**src/rtl/cpu_pkg.sv**
```systemverilog
// Shared data-cache definitions: geometry, FSM encoding and a byte-select helper.
package cpu_pkg;

    localparam int unsigned ADDR_W      = 8;
    localparam int unsigned DATA_W      = 8;
    localparam int unsigned TAG_W       = 3;
    localparam int unsigned INDEX_W     = 3;
    localparam int unsigned OFFSET_W    = 2;
    localparam int unsigned NUM_BLOCKS  = 8;
    localparam int unsigned MEM_BLOCK_W = 32;
    localparam int unsigned MEM_ADDR_W  = TAG_W + INDEX_W;

    typedef enum logic [1:0] {
        StIdle      = 2'd0,
        StWriteback = 2'd1,
        StFetch     = 2'd2,
        StUpdate    = 2'd3
    } dcache_state_t;

    function automatic logic [DATA_W-1:0] sel_byte(input logic [MEM_BLOCK_W-1:0] line,
                                                   input logic [OFFSET_W-1:0]    off);
        return line[{off, 3'b000} +: DATA_W];
    endfunction

endpackage

```
**src/rtl/data_cache_if.sv**
```systemverilog
// CPU-side load/store bus of the data cache.
interface data_cache_if;
    import cpu_pkg::*;

    logic              read;
    logic              write;
    logic [ADDR_W-1:0] address;
    logic [DATA_W-1:0] writedata;
    logic [DATA_W-1:0] readdata;
    logic              busywait;

    modport master (output read, write, address, writedata, input readdata, busywait);
    modport slave  (input read, write, address, writedata, output readdata, busywait);

endinterface

```
**src/rtl/dcache_line_array.sv**
```systemverilog
// Line storage: data and tags without reset, valid/dirty cleared asynchronously.
module dcache_line_array
    import cpu_pkg::*;
(
    input  logic                   clk_i,
    input  logic                   rst_i,
    input  logic [INDEX_W-1:0]     rd_idx_i,
    output logic [MEM_BLOCK_W-1:0] rd_line_o,
    output logic [TAG_W-1:0]       rd_tag_o,
    output logic                   rd_valid_o,
    output logic                   rd_dirty_o,
    input  logic                   wr_en_i,
    input  logic [INDEX_W-1:0]     wr_idx_i,
    input  logic [OFFSET_W-1:0]    wr_off_i,
    input  logic [DATA_W-1:0]      wr_byte_i,
    input  logic                   fill_en_i,
    input  logic [INDEX_W-1:0]     fill_idx_i,
    input  logic [TAG_W-1:0]       fill_tag_i,
    input  logic [MEM_BLOCK_W-1:0] fill_line_i
);

    logic [MEM_BLOCK_W-1:0] data_q [NUM_BLOCKS];
    logic [TAG_W-1:0]       tag_q  [NUM_BLOCKS];
    logic [NUM_BLOCKS-1:0]  valid_q;
    logic [NUM_BLOCKS-1:0]  dirty_q;

    always_ff @(posedge clk_i) begin
        if (fill_en_i) begin
            data_q[fill_idx_i] <= fill_line_i;
            tag_q[fill_idx_i]  <= fill_tag_i;
        end else if (wr_en_i) begin
            data_q[wr_idx_i][{wr_off_i, 3'b000} +: DATA_W] <= wr_byte_i;
        end
    end

    always_ff @(posedge clk_i or posedge rst_i) begin
        if (rst_i) begin
            valid_q <= '0;
            dirty_q <= '0;
        end else if (fill_en_i) begin
            valid_q[fill_idx_i] <= 1'b1;
            dirty_q[fill_idx_i] <= 1'b0;
        end else if (wr_en_i) begin
            dirty_q[wr_idx_i] <= 1'b1;
        end
    end

    assign rd_line_o  = data_q[rd_idx_i];
    assign rd_tag_o   = tag_q[rd_idx_i];
    assign rd_valid_o = valid_q[rd_idx_i];
    assign rd_dirty_o = dirty_q[rd_idx_i];

endmodule

```
**src/rtl/data_cache.sv**
```systemverilog
// Direct-mapped write-back data cache: hit compare, miss FSM and 32-bit memory interface.
// Define DCACHE_STATS_EN to add saturating hit_count_o / miss_count_o outputs.
module data_cache
    import cpu_pkg::*;
(
    input  logic                   clk_i,
    input  logic                   rst_i,
    data_cache_if.slave            cpu_if,
    output logic                   mem_read_o,
    output logic                   mem_write_o,
    output logic [MEM_ADDR_W-1:0]  mem_address_o,
    output logic [MEM_BLOCK_W-1:0] mem_writedata_o,
    input  logic [MEM_BLOCK_W-1:0] mem_readdata_i,
    input  logic                   mem_busywait_i
`ifdef DCACHE_STATS_EN
    ,
    output logic [15:0]            hit_count_o,
    output logic [15:0]            miss_count_o
`endif
);

    dcache_state_t          state_q, state_d;
    logic                   mem_read_q, mem_read_d, mem_write_q, mem_write_d;
    logic [MEM_ADDR_W-1:0]  mem_addr_q, mem_addr_d;
    logic [MEM_BLOCK_W-1:0] mem_wdata_q, mem_wdata_d, fill_q, fill_d;
    logic [TAG_W-1:0]       miss_tag_q, miss_tag_d;
    logic [INDEX_W-1:0]     miss_idx_q, miss_idx_d;
    logic [DATA_W-1:0]      readdata_q, readdata_d;

    logic [TAG_W-1:0]       tag;
    logic [INDEX_W-1:0]     idx;
    logic [OFFSET_W-1:0]    off;
    logic [MEM_BLOCK_W-1:0] line_data;
    logic [TAG_W-1:0]       line_tag;
    logic                   line_valid, line_dirty;
    logic                   req, hit, busy, wr_en, fill_en;

    assign {tag, idx, off} = cpu_if.address;
    assign req = cpu_if.read | cpu_if.write;
    assign hit = line_valid & (line_tag == tag);

    dcache_line_array u_lines (
        .clk_i       (clk_i),
        .rst_i       (rst_i),
        .rd_idx_i    (idx),
        .rd_line_o   (line_data),
        .rd_tag_o    (line_tag),
        .rd_valid_o  (line_valid),
        .rd_dirty_o  (line_dirty),
        .wr_en_i     (wr_en),
        .wr_idx_i    (idx),
        .wr_off_i    (off),
        .wr_byte_i   (cpu_if.writedata),
        .fill_en_i   (fill_en),
        .fill_idx_i  (miss_idx_q),
        .fill_tag_i  (miss_tag_q),
        .fill_line_i (fill_q)
    );

    always_comb begin
        state_d     = state_q;
        mem_read_d  = mem_read_q;
        mem_write_d = mem_write_q;
        mem_addr_d  = mem_addr_q;
        mem_wdata_d = mem_wdata_q;
        miss_tag_d  = miss_tag_q;
        miss_idx_d  = miss_idx_q;
        fill_d      = fill_q;
        readdata_d  = readdata_q;
        busy        = 1'b0;
        wr_en       = 1'b0;
        fill_en     = 1'b0;
        unique case (state_q)
            StIdle: begin
                if (req && hit) begin
                    // A simultaneous read+write is serviced as a store only.
                    if (cpu_if.write) wr_en = 1'b1;
                    else readdata_d = sel_byte(line_data, off);
                end else if (req) begin
                    busy       = 1'b1;
                    miss_tag_d = tag;
                    miss_idx_d = idx;
                    if (line_dirty) begin
                        state_d     = StWriteback;
                        mem_write_d = 1'b1;
                        mem_addr_d  = {line_tag, idx};
                        mem_wdata_d = line_data;
                    end else begin
                        state_d    = StFetch;
                        mem_read_d = 1'b1;
                        mem_addr_d = {tag, idx};
                    end
                end
            end
            StWriteback: begin
                busy = 1'b1;
                if (!mem_busywait_i) begin
                    state_d     = StFetch;
                    mem_write_d = 1'b0;
                    mem_read_d  = 1'b1;
                    mem_addr_d  = {miss_tag_q, miss_idx_q};
                end
            end
            StFetch: begin
                busy = 1'b1;
                if (!mem_busywait_i) begin
                    state_d    = StUpdate;
                    mem_read_d = 1'b0;
                    fill_d     = mem_readdata_i;
                end
            end
            StUpdate: begin
                busy    = 1'b1;
                fill_en = 1'b1;
                state_d = StIdle;
            end
            default: state_d = StIdle;
        endcase
    end

    always_ff @(posedge clk_i or posedge rst_i) begin
        if (rst_i) begin
            state_q     <= StIdle;
            mem_read_q  <= 1'b0;
            mem_write_q <= 1'b0;
            mem_addr_q  <= '0;
            mem_wdata_q <= '0;
            miss_tag_q  <= '0;
            miss_idx_q  <= '0;
            fill_q      <= '0;
            readdata_q  <= '0;
        end else begin
            state_q     <= state_d;
            mem_read_q  <= mem_read_d;
            mem_write_q <= mem_write_d;
            mem_addr_q  <= mem_addr_d;
            mem_wdata_q <= mem_wdata_d;
            miss_tag_q  <= miss_tag_d;
            miss_idx_q  <= miss_idx_d;
            fill_q      <= fill_d;
            readdata_q  <= readdata_d;
        end
    end

    // Gated by reset so a request still held during reset cannot raise the stall.
    assign cpu_if.busywait = busy & ~rst_i;
    assign cpu_if.readdata = readdata_d;
    assign mem_read_o      = mem_read_q;
    assign mem_write_o     = mem_write_q;
    assign mem_address_o   = mem_addr_q;
    assign mem_writedata_o = mem_wdata_q;

`ifdef DCACHE_STATS_EN
    logic [15:0] hit_cnt_q, miss_cnt_q;
    logic        retry_q;

    // retry_q marks the post-fill re-probe so it is not counted as a hit.
    always_ff @(posedge clk_i or posedge rst_i) begin
        if (rst_i) begin
            hit_cnt_q  <= '0;
            miss_cnt_q <= '0;
            retry_q    <= 1'b0;
        end else begin
            retry_q <= (state_q == StUpdate);
            if (state_q == StIdle && req && hit && !retry_q && hit_cnt_q != 16'hFFFF)
                hit_cnt_q <= hit_cnt_q + 16'd1;
            if (state_q == StIdle && req && !hit && miss_cnt_q != 16'hFFFF)
                miss_cnt_q <= miss_cnt_q + 16'd1;
        end
    end

    assign hit_count_o  = hit_cnt_q;
    assign miss_count_o = miss_cnt_q;
`endif

endmodule

```
**src/flat_wrapper.sv**
```systemverilog
// flat-port wrapper written by rule: the top's interface ports become plain ports
module data_cache_flat import cpu_pkg::*;
  (clk_i, rst_i, mem_read_o, mem_write_o, mem_address_o, mem_writedata_o, mem_readdata_i, mem_busywait_i, cpu_if_read, cpu_if_write, cpu_if_address, cpu_if_writedata, cpu_if_readdata, cpu_if_busywait);
  data_cache_if cpu_if_i ();
  input  logic clk_i;
  input  logic rst_i;
  output logic mem_read_o;
  output logic mem_write_o;
  output logic [MEM_ADDR_W-1:0] mem_address_o;
  output logic [MEM_BLOCK_W-1:0] mem_writedata_o;
  input  logic [MEM_BLOCK_W-1:0] mem_readdata_i;
  input  logic mem_busywait_i;
  input wire logic [$bits(cpu_if_i.read)-1:0] cpu_if_read;
  input wire logic [$bits(cpu_if_i.write)-1:0] cpu_if_write;
  input wire logic [$bits(cpu_if_i.address)-1:0] cpu_if_address;
  input wire logic [$bits(cpu_if_i.writedata)-1:0] cpu_if_writedata;
  output wire logic [$bits(cpu_if_i.readdata)-1:0] cpu_if_readdata;
  output wire logic [$bits(cpu_if_i.busywait)-1:0] cpu_if_busywait;
  assign cpu_if_i.read = cpu_if_read;
  assign cpu_if_i.write = cpu_if_write;
  assign cpu_if_i.address = cpu_if_address;
  assign cpu_if_i.writedata = cpu_if_writedata;
  assign cpu_if_readdata = cpu_if_i.readdata;
  assign cpu_if_busywait = cpu_if_i.busywait;
  data_cache u_core (.clk_i(clk_i), .rst_i(rst_i), .cpu_if(cpu_if_i), .mem_read_o(mem_read_o), .mem_write_o(mem_write_o), .mem_address_o(mem_address_o), .mem_writedata_o(mem_writedata_o), .mem_readdata_i(mem_readdata_i), .mem_busywait_i(mem_busywait_i));
endmodule
```
**config.mk**
```make
export PLATFORM = sky130hd
export DESIGN_NAME = data_cache_flat
export DESIGN_NICKNAME = d
export VERILOG_FILES = /design/src/rtl/cpu_pkg.sv /design/src/rtl/data_cache_if.sv /design/src/rtl/dcache_line_array.sv /design/src/rtl/data_cache.sv /design/src/flat_wrapper.sv
export SDC_FILE = /design/constraint.sdc
export NUM_CORES = 1
export LEC_CHECK = 0
export BUFFER_PORTS_ARGS = -buffer_cell sky130_fd_sc_hd__buf_2
export CORE_MARGIN = 2
export CORE_UTILIZATION = 45
export DETAILED_ROUTE_END_ITERATION = 6
export PLACE_DENSITY_LB_ADDON = 0.1
export SLEW_MARGIN = 10
export SYNTH_ARGS = -nofsm -noshare
export SYNTH_HDL_FRONTEND = slang
export SYNTH_SLANG_ARGS = --single-unit
```
**constraint.sdc**
```tcl
create_clock -name clk_i -period 7.5 [get_ports clk_i]
set_input_delay 0.375 -clock clk_i [delete_from_list [all_inputs] [get_ports clk_i]]
set_output_delay 0.375 -clock clk_i [all_outputs]
set_load 0.01 [all_outputs]
```
==> run summary, run 1 <==
TIMING
----------------------------------------------------------------------------------------------------
Final slew viol count .................................................................            0
Final worst-path setup slack ..........................................................      2.64 ns
Slew at the pin with the worst max-slew slack .........................................      1.24 ns
Achievable frequency ..................................................................      206 MHz
Minimum period implied by the final worst setup slack .................................      4.86 ns
Post-route clock period utilization ...................................................        64.8%
Final hold violations .................................................................            0
Worst relative slew slack .............................................................        16.8%
Sum of negative setup slack ...........................................................         0 ns
RSZ-0062 raised after global routing ..................................................           no
Post-route worst hold slack ...........................................................    0.0665 ns
Final Setup Violations ................................................................            0
Final setup skew ......................................................................    0.0201 ns

POWER
----------------------------------------------------------------------------------------------------
Cell leakage power ....................................................................   0.00673 uW
Power density normalized to cell area .................................................   380 nW/um2
Worst vdd rail ir drop ................................................................     0.233 mV

SYNTH
----------------------------------------------------------------------------------------------------
Yosys warning total ...................................................................            0
Top FF cell, synth .................................................................... sky130_fd_sc_hd__edfxtp_1
Synthesized netlist net count .........................................................         1032
Combined area of all synthesized cells ................................................    16400 um2
Share of the synthesized area in the top cell type ....................................        51.3%
Fraction of registers with async set or reset after synthesis .........................        27.1%
Library cells used by synthesis .......................................................           49
Seq/Total Area, Yosys .................................................................        67.1%
Count of flip-flops with a built-in enable after synthesis ............................          280
Register bit total from synthesis .....................................................          384
Yosys top cell by area ................................................................ sky130_fd_sc_hd__edfxtp_1
Average instance area after synthesis .................................................     16.9 um2
Cells taking the most area after synthesis ............................................ sky130_fd_sc_hd__edfxtp_1 51%, sky130_fd_sc_hd__dfrtp_1 16%, sky130_fd_sc_hd__mux4_2 11%, sky130_fd_sc_hd__mux2_2 5.6%, sky130_fd_sc_hd__mux2_4 2.7%
Synthesized netlist cell count ........................................................          970

DETAILED ROUTING
----------------------------------------------------------------------------------------------------
Avg WL per Cell .......................................................................      24.7 um
Antenna violation net count after detailed routing ....................................            0
Starting DRT DRC Count ................................................................          680
Post-DR vias/cell .....................................................................         5.85
Count of unresolved DRC violations after routing ......................................            0
Via count .............................................................................         9143
Number of iterations in the first detailed-routing pass ...............................            5
Total Routed Length ...................................................................     38600 um

PLACE
----------------------------------------------------------------------------------------------------
Count of buffers from port buffering ..................................................          101
Placement-stage worst setup slack .....................................................      2.20 ns
Total half-perimeter wirelength after legalization and detailed placement .............     27100 um
Weighted congestion at the end of routability-driven global placement .................        0.877
Area post-placement ...................................................................    17400 um2

HOLD PATH
----------------------------------------------------------------------------------------------------
Worst min path class .................................................................. input port to flip-flop
Min-Delay Startpoint .................................................................. mem_readdata_i[0]
Cell count of the worst hold path .....................................................            2
Worst-case hold path end point ........................................................ u_core.fill_q[0]

CRITICAL PATH
----------------------------------------------------------------------------------------------------
Maximum fanout along the worst path ...................................................           76
Startpoint type of the worst setup path ...............................................   input port
Depth of the worst register-to-register path ..........................................            6
Critical R2R Capture .................................................................. u_core.u_lines.data_q[3][4]
FF-to-FF setup slack ..................................................................      3.51 ns
Setup Crit Path Kind .................................................................. input port to output pin
Required time reported for the critical path endpoint .................................      7.12 ns
Worst reg2reg path startpoint ......................................................... u_core.u_lines.tag_q[6][0]
Endpoint kind of the worst setup timing path ..........................................   output pin
Critical Path AT ......................................................................      4.49 ns

GLOBAL ROUTE
----------------------------------------------------------------------------------------------------
Number of global-route vias before repair .............................................         9234
Remaining global-route overflow .......................................................            0
Number of antenna violations at the first check in global routing .....................            2
Pin count of the biggest net entering global routing ..................................           77
First-pass GRT wire length ............................................................     58800 um
GRT Util Overall ......................................................................        20.8%

LAYOUT
----------------------------------------------------------------------------------------------------
Ratio of cells with drive above 1 in the final layout .................................        35.8%
Post-route cell area ..................................................................    18900 um2
Signed area change from the synthesized netlist to the final layout ...................        15.1%
# fillers .............................................................................         2973
Count of nets after finishing .........................................................         1130

CTS
----------------------------------------------------------------------------------------------------
H-tree depth ..........................................................................            2
Skew-Pair Late Insertion Delay ........................................................      0.54 ns
Clock buffer count from CTS ...........................................................           42
Clk sinks .............................................................................          384
Clock tree from TritonCTS .............................................................         done
Clock-pin slew reported for the worst setup and hold paths after clock tree synthesis .      0.05 ns
CTS root buffer ....................................................................... sky130_fd_sc_hd__clkbuf_16
Clock buffer depth ....................................................................            3
Resize count post-CTS .................................................................            0

JOB
----------------------------------------------------------------------------------------------------
Count of maximum capacitance violations ...............................................            0

RUN STATUS
----------------------------------------------------------------------------------------------------
Outcome ............................................................................... complete, no violations

FLOORPLANNING
----------------------------------------------------------------------------------------------------
Initial core utilization ..............................................................        45.9%
Number of ports placed on the die boundary ............................................          102
Total Die Area ........................................................................    38000 um2
Chip width ............................................................................       195 um
CORE AREA .............................................................................    35700 um2
Die extent in y .......................................................................       195 um
Floorplan row count ...................................................................           69

## sequential cells by signal, indices dropped and copies added (netlist names)
name	flops
u_core.fill_q	32
u_core.mem_address_o	6
u_core.mem_read_o	1
u_core.mem_write_o	1
u_core.mem_writedata_o	32
u_core.miss_idx_q	3
u_core.miss_tag_q	3
u_core.readdata_q	8
u_core.state_q	2
u_core.u_lines.data_q	256
u_core.u_lines.dirty_q	8
u_core.u_lines.tag_q	24
u_core.u_lines.valid_q	8
## logic make-up (layout without fill, tap and decap cells)
logic type      count (synthesis)  after routing  share of synthesized area [%]
buf+inv                        79            209                           2.17
simple gates                  121            121                           3.60
other cells                     0              1                              0
fa+ha+maj                       9              9                          0.686
flops                         384            384                           67.1
compound gates                170            170                           6.33
mux                           205            205                           20.0
xor+xnor                        2              2                          0.107
## cell usage in the layout, fill, tap and decap left out, types with 8 or more instances in the layout
master,n
sky130_fd_sc_hd__a21oi_1,39
sky130_fd_sc_hd__buf_2,99
sky130_fd_sc_hd__buf_4,20
sky130_fd_sc_hd__bufinv_16,8
sky130_fd_sc_hd__clkbuf_16,45
sky130_fd_sc_hd__clkinv_1,10
sky130_fd_sc_hd__dfrtp_1,104
sky130_fd_sc_hd__edfxtp_1,280
sky130_fd_sc_hd__ha_1,9
sky130_fd_sc_hd__inv_1,11
sky130_fd_sc_hd__mux2_2,81
sky130_fd_sc_hd__mux2_4,30
sky130_fd_sc_hd__mux2i_1,16
sky130_fd_sc_hd__mux4_2,78
sky130_fd_sc_hd__nand2_1,49
sky130_fd_sc_hd__nor2_1,17
sky130_fd_sc_hd__o21ai_0,65
sky130_fd_sc_hd__o31ai_1,22
sky130_fd_sc_hd__o31ai_2,11
sky130_fd_sc_hd__or2_2,8
## metrics by stage
| stage | total power [uW] | utilization [%] | instances |
|---|---|---|---|
| final | 7180 | 52.8 | 1562 |
| after global routing | 7540 | 52.8 | 1561 |
| after detailed placement | 5040 | 48.6 | 1484 |
| after floorplan | 4330 | - | 970 |
| after CTS | 7230 | 52.7 | 1561 |
| after global placement | 5000 | 48.6 | 1484 |
## report_power, final
group / switching (uW) / internal [uW]
logic: 1060 / 741
registers: 225 / 2970
clock network: 812 / 1370
## layer usage
| layer | global-route usage (%) | up-vias | part of all wire (%) |
|---|---|---|---|
| met3 | 4.04 | 92 | 6.7 |
| met4 | 6.81 | 2 | 2.9 |
| li1 | - | 4050 | - |
| met1 | 30.8 | 4670 | 47 |
| met5 | 0 | - | 0.047 |
| met2 | 31.0 | 329 | 44 |
## synth_stat cells, types with 3 or more instances
master / instances
sky130_fd_sc_hd__mux4_2: 78
sky130_fd_sc_hd__nand3_1: 5
sky130_fd_sc_hd__buf_2: 8
sky130_fd_sc_hd__a41oi_1: 4
sky130_fd_sc_hd__mux2i_1: 16
sky130_fd_sc_hd__ha_1: 9
sky130_fd_sc_hd__nand2b_1: 5
sky130_fd_sc_hd__or3_1: 3
sky130_fd_sc_hd__or4_1: 4
sky130_fd_sc_hd__nor2b_1: 5
sky130_fd_sc_hd__o211ai_1: 4
sky130_fd_sc_hd__or2_2: 8
sky130_fd_sc_hd__nand2_1: 50
sky130_fd_sc_hd__dfrtp_1: 104
sky130_fd_sc_hd__nand4_1: 5
sky130_fd_sc_hd__edfxtp_1: 280
sky130_fd_sc_hd__nor2_1: 17
sky130_fd_sc_hd__buf_1: 6
sky130_fd_sc_hd__a21oi_1: 39
sky130_fd_sc_hd__o31ai_1: 33
sky130_fd_sc_hd__o21ai_0: 65
sky130_fd_sc_hd__mux2_4: 30
sky130_fd_sc_hd__nor3b_1: 5
sky130_fd_sc_hd__clkbuf_1: 46
sky130_fd_sc_hd__a211o_1: 3
sky130_fd_sc_hd__buf_6: 4
sky130_fd_sc_hd__inv_1: 12
sky130_fd_sc_hd__o22ai_1: 7
sky130_fd_sc_hd__nor3_1: 7
sky130_fd_sc_hd__a221o_1: 3
sky130_fd_sc_hd__a221oi_1: 3
sky130_fd_sc_hd__mux2_2: 81
## critical path, stage by stage
cell and delay (ns):
sky130_fd_sc_hd__buf_4 0.53, sky130_fd_sc_hd__buf_4 0.90, sky130_fd_sc_hd__mux2i_1 0.27, sky130_fd_sc_hd__o22ai_1 0.13, sky130_fd_sc_hd__nor3_1 0.38, sky130_fd_sc_hd__o2111ai_4 0.13, sky130_fd_sc_hd__buf_4 0.36, sky130_fd_sc_hd__nor3_2 0.79
sky130_fd_sc_hd__mux2_2 0.43, sky130_fd_sc_hd__buf_2 0.14
## what timing repair did
action                    in CTS  in global routing
hold buffers                   1                  0
buffers inserted               0                  0
hold endpoints to repair      32                  0
## layout make-up
cell class / instances / area, um2 / area share, %
Clock inverter: 24 / 308 / 1.63
Sequential cell: 384 / 11000 / 58.3
Inverter: 13 / 51.3 / 0.272
Timing Repair Buffer: 120 / 656 / 3.47
Multi-Input combinational cell: 507 / 5120 / 27.1
Antenna cell: 1 / 2.50 / 0.0133
Clock buffer: 52 / 1160 / 6.16
Tap cell: 461 / 577 / 3.05
## worst max-delay path by stage
stage / to / cells past startpoint / startpoint / slack, ns
3_3_place_gp: u_core.u_lines.data_q[6][6] / 8 / cpu_if_address[2] / 2.29
3_5_place_dp: u_core.u_lines.data_q[7][1] / 8 / cpu_if_address[2] / 2.20
6_report: cpu_if_readdata[5] / 10 / cpu_if_address[2] / 2.64
5_1_grt: cpu_if_readdata[5] / 10 / cpu_if_address[2] / 2.27
2_1_floorplan: u_core.u_lines.data_q[6][0] / 8 / cpu_if_address[4] / 4.26
4_1_cts: cpu_if_readdata[5] / 10 / cpu_if_address[2] / 2.52
(Power assumes the default switching activity.)
==> run 2: changes to the inputs <==
--- a/config.mk
+++ b/config.mk
@@ -5,6 +5,7 @@
 export SDC_FILE = /design/constraint.sdc
 export NUM_CORES = 1
 export LEC_CHECK = 0
+export ABC_AREA = 1
 export BUFFER_PORTS_ARGS = -buffer_cell sky130_fd_sc_hd__buf_2
 export CORE_MARGIN = 2
 export CORE_UTILIZATION = 45
==> constraint.sdc (replaced) <==
create_clock -name clk_i -period 4.2 [get_ports clk_i]
set_input_delay 0.21 -clock clk_i [delete_from_list [all_inputs] [get_ports clk_i]]
set_output_delay 0.21 -clock clk_i [all_outputs]
set_load 0.01 [all_outputs]
==> run 2 against run 1 <==
- clock skew barely moved
- sequential share of layout area down 0.32 points
- sequential power is 69% higher
- utilization rose by 0.94 points
- power up 62%
- first-iteration DRC count increased by 37%
- synthesized area down 2.4%
- via count is 24% higher
- synthesized cell count increased by 48%
==> run summary, run 2 <==
CTS
----------------------------------------------------------------------------------------------------
Clock-pin slew reported for the worst setup and hold paths after clock tree synthesis .      0.06 ns   about the same
Resize count post-CTS .................................................................            0   unchanged
Number of buffers inserted for hold repair after clock tree synthesis .................           38   +37
Skew-Pair Late Insertion Delay ........................................................      0.56 ns   +0.02 ns
Clock tree from TritonCTS .............................................................         done
Clock buffer depth ....................................................................            3   unchanged
CTS root buffer ....................................................................... sky130_fd_sc_hd__clkbuf_16
Total setup buffers inserted after CTS ................................................            0   unchanged
H-tree depth ..........................................................................            2   unchanged
Clock buffer count from CTS ...........................................................           42   unchanged
Clk sinks .............................................................................          384   unchanged

LAYOUT
----------------------------------------------------------------------------------------------------
Flip-flop count of the largest register after layout ..................................          256   unchanged
FF/Latch Area .........................................................................    11000 um2   unchanged
# fillers .............................................................................         3104   +4.4%
Most frequent cells in the layout ..................................................... 280 x sky130_fd_sc_hd__edfxtp_1, 263 x sky130_fd_sc_hd__nor2_1, 224 x sky130_fd_sc_hd__o21ai_0, 145 x sky130_fd_sc_hd__nand2_1, 104 x sky130_fd_sc_hd__dfrtp_1
Top register by number of flip-flops .................................................. u_core.u_lines.data_q
Count of nets after finishing .........................................................         1662   +47%
Antenna Diode Count ...................................................................            0   -1
Final instance count without filler cells .............................................         2095   +34%
Ratio of cells with drive above 1 in the final layout .................................        16.7%   -19 points
Commonest non-fill, non-tap cell in the layout ........................................ sky130_fd_sc_hd__edfxtp_1
Signed area change from the synthesized netlist to the final layout ...................        18.6%
Post-route cell area ..................................................................    19000 um2   +0.56%
Multi-input combinational cell area ...................................................     4310 um2   -16%

RUN STATUS
----------------------------------------------------------------------------------------------------
Outcome ............................................................................... complete, no violations

GLOBAL ROUTE
----------------------------------------------------------------------------------------------------
Pin count of the biggest net entering global routing ..................................           76   -1.3%
GRT Util Overall ......................................................................        24.4%   +3.7 points
Met2 Resource Use GR ..................................................................        39.0%   +8.1 points
First-pass GRT wire length ............................................................     66500 um   +13%
Most used routing layer in global routing .............................................         met2
Met1 Use GR ...........................................................................        34.7%   +3.9 points
Remaining global-route overflow .......................................................            0   unchanged
Number of antenna violations at the first check in global routing .....................            1   -1
Global-route track usage on met3 ......................................................        3.76%   -0.28 points
Number of global-route vias before repair .............................................        10800   +17%

POWER
----------------------------------------------------------------------------------------------------
Net switching component of the power ..................................................      3590 uW   +71%
Worst vdd rail ir drop ................................................................     0.414 mV   +77%
Total internal power ..................................................................      8030 uW   +58%
Share of total power in combinational logic ...........................................        21.8%   -3.3 points
Part of the power in registers ........................................................        46.3%   +1.8 points
Switching portion of total power ......................................................        30.9%   +1.7 points
Power share of the clock group ........................................................        32.0%   +1.6 points
Power density normalized to cell area .................................................   612 nW/um2   +61%
Cell leakage power ....................................................................   0.00744 uW   +11%

DETAILED ROUTING
----------------------------------------------------------------------------------------------------
Via count .............................................................................        11300   +24%
Starting DRT DRC Count ................................................................          931   +37%
Post-DR vias/cell .....................................................................         5.39   -7.8%
Count of unresolved DRC violations after routing ......................................            0   unchanged
Antenna violation net count after detailed routing ....................................            0   unchanged
Total Routed Length ...................................................................     44300 um   +15%
Avg WL per Cell .......................................................................      21.2 um   -14%
Number of iterations in the first detailed-routing pass ...............................            5   unchanged

FLOORPLANNING
----------------------------------------------------------------------------------------------------
CORE AREA .............................................................................    35300 um2   -1.2%
Chip width ............................................................................       193 um   -1.2%
Floorplan row count ...................................................................           69   unchanged
Total Die Area ........................................................................    37100 um2   -2.3%
Number of ports placed on the die boundary ............................................          102   unchanged
Initial core utilization ..............................................................        45.4%   -0.54 points
Die extent in y .......................................................................       193 um   -1.2%

TIMING
----------------------------------------------------------------------------------------------------
Final Setup Violations ................................................................            0   unchanged
RSZ-0062 raised after global routing ..................................................           no
Achievable frequency ..................................................................      293 MHz
Final slew viol count .................................................................            0   unchanged
Final hold violations .................................................................            0   unchanged
Slew at the pin with the worst max-slew slack .........................................      1.12 ns   -0.120 ns
Post-route clock period utilization ...................................................        81.4%
Worst relative slew slack .............................................................        24.7%   +7.9 points
Minimum period implied by the final worst setup slack .................................      3.42 ns
Sum of negative setup slack ...........................................................         0 ns   unchanged
Final setup skew ......................................................................    0.0197 ns   -0.000351 ns

CRITICAL PATH
----------------------------------------------------------------------------------------------------
Cell-by-cell listing of the critical path ............................................. dlygate4sd3_1, buf_2, nand2_2, inv_1, nand3_1, nand2_1, o21ai_0, nand3_1, nor2_4, o2111ai_4, nand2_4, buf_4, buf_4, nand4_1, o21ai_0
Required time reported for the critical path endpoint .................................      4.40 ns   -2.72 ns
Critical Path AT ......................................................................      3.62 ns   -0.87 ns
Maximum single-stage delay on the critical path .......................................      0.53 ns   -0.37 ns
Slowest cell on crit path ............................................................. sky130_fd_sc_hd__dlygate4sd3_1
Setup Crit Path Kind .................................................................. input port to flip-flop
Maximum fanout along the worst path ...................................................           31   -59%
Endpoint kind of the worst setup timing path ..........................................    flip-flop
Startpoint type of the worst setup path ...............................................   input port

SYNTH
----------------------------------------------------------------------------------------------------
Yosys top cell by area ................................................................ sky130_fd_sc_hd__edfxtp_1
Cells taking the most area after synthesis ............................................ sky130_fd_sc_hd__edfxtp_1 52%, sky130_fd_sc_hd__dfrtp_1 16%, sky130_fd_sc_hd__o21ai_0 7.0%, sky130_fd_sc_hd__nor2_1 6.2%, sky130_fd_sc_hd__nand2_1 3.4%
Commonest cells post-synth ............................................................ 280 x sky130_fd_sc_hd__edfxtp_1, 264 x sky130_fd_sc_hd__nor2_1, 224 x sky130_fd_sc_hd__o21ai_0
Count of flip-flops with a built-in enable after synthesis ............................          280   unchanged
Share of the synthesized area in the top cell type ....................................        52.5%   +1.2 points
Seq/Total Area, Yosys .................................................................        68.7%   +1.6 points
Register bit total from synthesis .....................................................          384   unchanged
Library cells used by synthesis .......................................................           35   -29%
Combined area of all synthesized cells ................................................    16000 um2   -2.4%
Synthesized netlist net count .........................................................         1500   +45%
Count leader, synth ................................................................... sky130_fd_sc_hd__edfxtp_1
Synthesized netlist cell count ........................................................         1438   +48%
Top FF cell, synth .................................................................... sky130_fd_sc_hd__edfxtp_1
Yosys warning total ...................................................................            0   unchanged
Average instance area after synthesis .................................................     11.1 um2   -34%
Fraction of registers with async set or reset after synthesis .........................        27.1%   unchanged

PLACE
----------------------------------------------------------------------------------------------------
Area post-placement ...................................................................    17200 um2   -0.95%
Weighted congestion at the end of routability-driven global placement .................        0.834   -4.9%
Placed cell count .....................................................................         1979   +33%
Total half-perimeter wirelength after legalization and detailed placement .............     29200 um   +7.6%
Count of buffers from port buffering ..................................................          101   unchanged

JOB
----------------------------------------------------------------------------------------------------
Count of maximum capacitance violations ...............................................            0   unchanged

HOLD PATH
----------------------------------------------------------------------------------------------------
Worst min path class .................................................................. input port to flip-flop

==> run 2: cell families after synthesis <==
| group | Yosys count | synth area share (%) |
|---|---|---|
| AND/OR/NAND/NOR | 502 | 13.2 |
| multiplexers | 16 | 1.04 |
| flip-flops | 384 | 68.7 |
| adder cells (fa/ha/maj) | 9 | 0.703 |
| AO/OA/AOI/OAI | 348 | 11.9 |
| buffers and inverters | 179 | 4.42 |
==> run 2: metal layers <==
metal | wire, um | up-vias
met5 | 0 | -
met4 | 1110 | 0
met3 | 2580 | 72
met2 | 20500 | 335
met1 | 20200 | 5555
li1 | - | 5340
==> run 2: critical path: cells and delay by family <==
family                 cells  cell delay [ns]
AND/OR/NAND/NOR            7             1.19
AO/OA/AOI/OAI              3             0.80
buffers and inverters      5             1.38
==> run 2: path summary, 6_finish.rpt <==
kind | start | slack, ns | endpoint | cells after the start
worst min-delay path | mem_busywait_i | 0.09 | u_core.state_q[0] | 4
worst max register to register | u_core.state_q[0] | 0.80 | u_core.u_lines.data_q[4][16] | 10
worst max-delay path | cpu_if_address[3] | 0.78 | u_core.u_lines.data_q[4][16] | 15
worst min register to register | u_core.u_lines.valid_q[7] | 0.47 | u_core.u_lines.valid_q[7] | 1
max in group asynchronous | rst_i | 2.81 | u_core.fill_q[7] | 4
min in group asynchronous | rst_i | 0.39 | u_core.mem_address_o[1] | 3
==> run 2: cell type report <==
cell class	instances	area share (%)
inverters	105	2.10
clock inverters	27	1.43
clock buffers	51	5.98
well taps	461	3.04
flip-flops and latches	384	58.0
repair buffers	192	6.77
multi-input cells	875	22.7
==> run 2: metrics by stage <==
| step | utilization (%) | setup WS (ns) | power [uW] | hold WS (ns) |
|---|---|---|---|---|
| after floorplan | - | 1.26 | 6870 | 0.331 |
| after global placement | 48.7 | 0.681 | 7930 | 0.446 |
| after detailed placement | 48.7 | 0.618 | 7980 | 0.451 |
| after CTS | 53.8 | 0.795 | 11700 | 0.0696 |
| after global routing | 53.8 | 0.455 | 12200 | 0.137 |
| final | 53.8 | 0.781 | 11600 | 0.0872 |
==> run 2: power groups by stage <==
| stage | clock network, uW | registers, uW | logic (uW) |
|---|---|---|---|
| after floorplan | 0 | 5440 | 1430 |
| after global placement | 0 | 5450 | 2480 |
| after CTS | 3790 | 5380 | 2560 |
| after global routing | 3930 | 5450 | 2840 |
| final | 3720 | 5380 | 2530 |
| after detailed placement | 0 | 5450 | 2530 |
==> run 3: changes to the inputs <==
==> constraint.sdc (replaced) <==
create_clock -name clk_i -period 2.8 [get_ports clk_i]
set_input_delay 0.14 -clock clk_i [delete_from_list [all_inputs] [get_ports clk_i]]
set_output_delay 0.14 -clock clk_i [all_outputs]
set_load 0.01 [all_outputs]
==> run 3 against run 2 <==
- die area did not move
- worst setup slack got worse by 0.63 ns
- via count rose by 2.3%
- combinational power rose by 66%
- first-iteration DRC count rose by 0.32%
- critical path depth fell by 3
- power rose by 52%
- routed wire length rose by 0.88%
- final cell count rose by 2.3%
- clock skew fell by 0.0041 ns
- largest cell class unchanged
==> run summary, run 3 (same netlist as run 2, synthesis figures left out) <==
LAYOUT
----------------------------------------------------------------------------------------------------
Antenna Diode Count ...................................................................            0   unchanged
# fillers .............................................................................         3118   +0.45%
Commonest non-fill, non-tap cell in the layout ........................................ sky130_fd_sc_hd__edfxtp_1
Post-route core utilization ...........................................................        55.0%   +1.2 points
Flip-flop count of the largest register after layout ..................................          256   unchanged
Final instance count without filler cells .............................................         2143   +2.3%
Ratio of cells with drive above 1 in the final layout .................................        19.2%   +2.5 points
Signed area change from the synthesized netlist to the final layout ...................        21.1%
Most frequent cells in the layout ..................................................... 280 x sky130_fd_sc_hd__edfxtp_1, 262 x sky130_fd_sc_hd__nor2_1, 224 x sky130_fd_sc_hd__o21ai_0, 140 x sky130_fd_sc_hd__nand2_1, 104 x sky130_fd_sc_hd__dfrtp_1
Top register by number of flip-flops .................................................. u_core.u_lines.data_q
Count of nets after finishing .........................................................         1710   +2.9%

CTS
----------------------------------------------------------------------------------------------------
Clk sinks .............................................................................          384   unchanged
Skew-Pair Late Insertion Delay ........................................................      0.55 ns   about the same
Clock buffer count from CTS ...........................................................           42   unchanged
Clock-pin slew reported for the worst setup and hold paths after clock tree synthesis .      0.06 ns   about the same
H-tree depth ..........................................................................            2   unchanged
Clock tree from TritonCTS .............................................................         done
CTS root buffer ....................................................................... sky130_fd_sc_hd__clkbuf_16
Clock buffer depth ....................................................................            3   unchanged

FLOORPLANNING
----------------------------------------------------------------------------------------------------
Chip width ............................................................................       193 um   unchanged
Die extent in y .......................................................................       193 um   unchanged
CORE AREA .............................................................................    35300 um2   unchanged
Number of ports placed on the die boundary ............................................          102   unchanged
Total Die Area ........................................................................    37100 um2   unchanged
Floorplan row count ...................................................................           69   unchanged
Initial core utilization ..............................................................        45.4%   unchanged

POWER
----------------------------------------------------------------------------------------------------
Cell leakage power ....................................................................   0.00766 uW   +2.9%
Power density normalized to cell area .................................................   909 nW/um2   +48%
Worst vdd rail ir drop ................................................................     0.621 mV   +50%

DETAILED ROUTING
----------------------------------------------------------------------------------------------------
Post-DR vias/cell .....................................................................         5.40   about the same
Antenna violation net count after detailed routing ....................................            0   unchanged
Count of unresolved DRC violations after routing ......................................            0   unchanged
Via count .............................................................................        11600   +2.3%
Total Routed Length ...................................................................     44700 um   +0.88%
Avg WL per Cell .......................................................................      20.9 um   -1.4%
Number of iterations in the first detailed-routing pass ...............................            5   unchanged
Starting DRT DRC Count ................................................................          934   +0.32%

TIMING
----------------------------------------------------------------------------------------------------
Post-route worst hold slack ...........................................................    0.0443 ns   -0.0429 ns
Worst relative slew slack .............................................................        53.8%   +29 points
Slew at the pin with the worst max-slew slack .........................................     0.692 ns   -0.425 ns
Final Setup Violations ................................................................            0   unchanged
Final setup skew ......................................................................    0.0156 ns   -0.00406 ns
Post-route clock period utilization ...................................................        94.6%
Final slew viol count .................................................................            0   unchanged
Minimum period implied by the final worst setup slack .................................      2.65 ns
Achievable frequency ..................................................................      377 MHz
Sum of negative setup slack ...........................................................         0 ns   unchanged
Final hold violations .................................................................            0   unchanged

CRITICAL PATH
----------------------------------------------------------------------------------------------------
Top cell family by delay on the critical path ......................................... buffers and inverters
Setup Crit Path Kind .................................................................. flip-flop to flip-flop
Cell-by-cell listing of the critical path ............................................. inv_1, ha_1, inv_1, nor2_1, buf_4, o2111ai_4, buf_4, nand3_1, nand2_2, nand3_2, nor2_1, buf_4
Required time reported for the critical path endpoint .................................      3.05 ns   -1.35 ns
Startpoint type of the worst setup path ...............................................    flip-flop
Endpoint kind of the worst setup timing path ..........................................    flip-flop
Slowest cell on crit path ............................................................. sky130_fd_sc_hd__dfrtp_1
Number of buffers and inverters on the critical path ..................................            5   unchanged
Maximum fanout along the worst path ...................................................            8   -74%
Maximum single-stage delay on the critical path .......................................      0.39 ns   -0.14 ns
Most used cell along the critical path ................................................ sky130_fd_sc_hd__buf_4
Critical Path AT ......................................................................      2.90 ns   -0.72 ns

HOLD PATH
----------------------------------------------------------------------------------------------------
Worst min path class .................................................................. input port to flip-flop

GLOBAL ROUTE
----------------------------------------------------------------------------------------------------
GRT Util Overall ......................................................................        24.7%   +0.29 points
Number of global-route vias before repair .............................................        11100   +3.2%
Remaining global-route overflow .......................................................            0   unchanged
Number of antenna violations at the first check in global routing .....................            0   -1
First-pass GRT wire length ............................................................     67300 um   +1.2%
Pin count of the biggest net entering global routing ..................................          136   +79%

PLACE
----------------------------------------------------------------------------------------------------
Count of buffers from port buffering ..................................................          101   unchanged
Total half-perimeter wirelength after legalization and detailed placement .............     29400 um   +0.87%
Weighted congestion at the end of routability-driven global placement .................        0.877   +5.1%
Placed cell count .....................................................................         2026   +2.4%

RUN STATUS
----------------------------------------------------------------------------------------------------
Outcome ............................................................................... complete, no violations

JOB
----------------------------------------------------------------------------------------------------
Count of maximum capacitance violations ...............................................            0   unchanged

## run 3: per-layer routing
layer  global-route usage [%]  share of wire, %  vias up
li1                         -                 -     5454
met1                     35.1                44     5619
met2                     39.6                47      416
met3                     4.06               7.2       73
met4                     6.66               2.5        0
met5                        0                 0        -
## run 3: report_power, final
part	leakage (uW)	internal, uW	switching [uW]
registers	0.00373	7620	444
logic	0.00328	1440	2770
clock network	0.000653	3120	2240
total	0.00766	12200	5450
## run 3: layout make-up
class	instances	area, um2	share of cell area [%]
timing repair buffer	240	1730	8.89
inverter	105	400	2.06
clock buffer	51	1110	5.75
tap	461	577	2.97
sequential	384	11000	56.7
clock inverter	27	220	1.13
multi-input combinational	875	4360	22.4
## run 3: worst paths after layout
path                            depth (start not counted)                  startpoint  slack, ns                      endpoint
worst min-delay path                                    4              mem_busywait_i       0.04             u_core.state_q[0]
max in group asynchronous                               4                       rst_i       2.05              u_core.fill_q[5]
worst max register to register                         12           u_core.state_q[0]       0.15  u_core.u_lines.data_q[1][29]
worst max-delay path                                   12           u_core.state_q[0]       0.15  u_core.u_lines.data_q[1][29]
worst min register to register                          2  u_core.mem_writedata_o[16]       0.48    u_core.mem_writedata_o[16]
min in group asynchronous                               4                       rst_i       0.34       u_core.mem_address_o[5]
## run 3: tightest hold or removal path: stages
cell,delay [ns]
sky130_fd_sc_hd__buf_2,0.09
sky130_fd_sc_hd__o21ai_0,0.07
sky130_fd_sc_hd__nand2_1,0.14
sky130_fd_sc_hd__o21ai_0,0.10
## run 3: timing repair
| action | CTS | global route |
|---|---|---|
| setup buffers | 0 | 2 |
| endpoints found under the setup margin | 0 | 199 |
| hold buffers | 37 | 0 |
| endpoints found under the hold margin | 140 | 0 |
| gates resized for setup | 0 | 17 |
## run 3: per-stage QoR
step / total power (uW) / setup WS (ns) / cell area, um2
2_1_floorplan: 10300 / 0.180 / 16000
3_3_place_gp: 12200 / -0.00331 / 17600
3_5_place_dp: 12300 / -0.0493 / 17600
4_1_cts: 17700 / 0.0533 / 19300
5_1_grt: 18600 / -0.00351 / 19400
6_report: 17600 / 0.151 / 19400
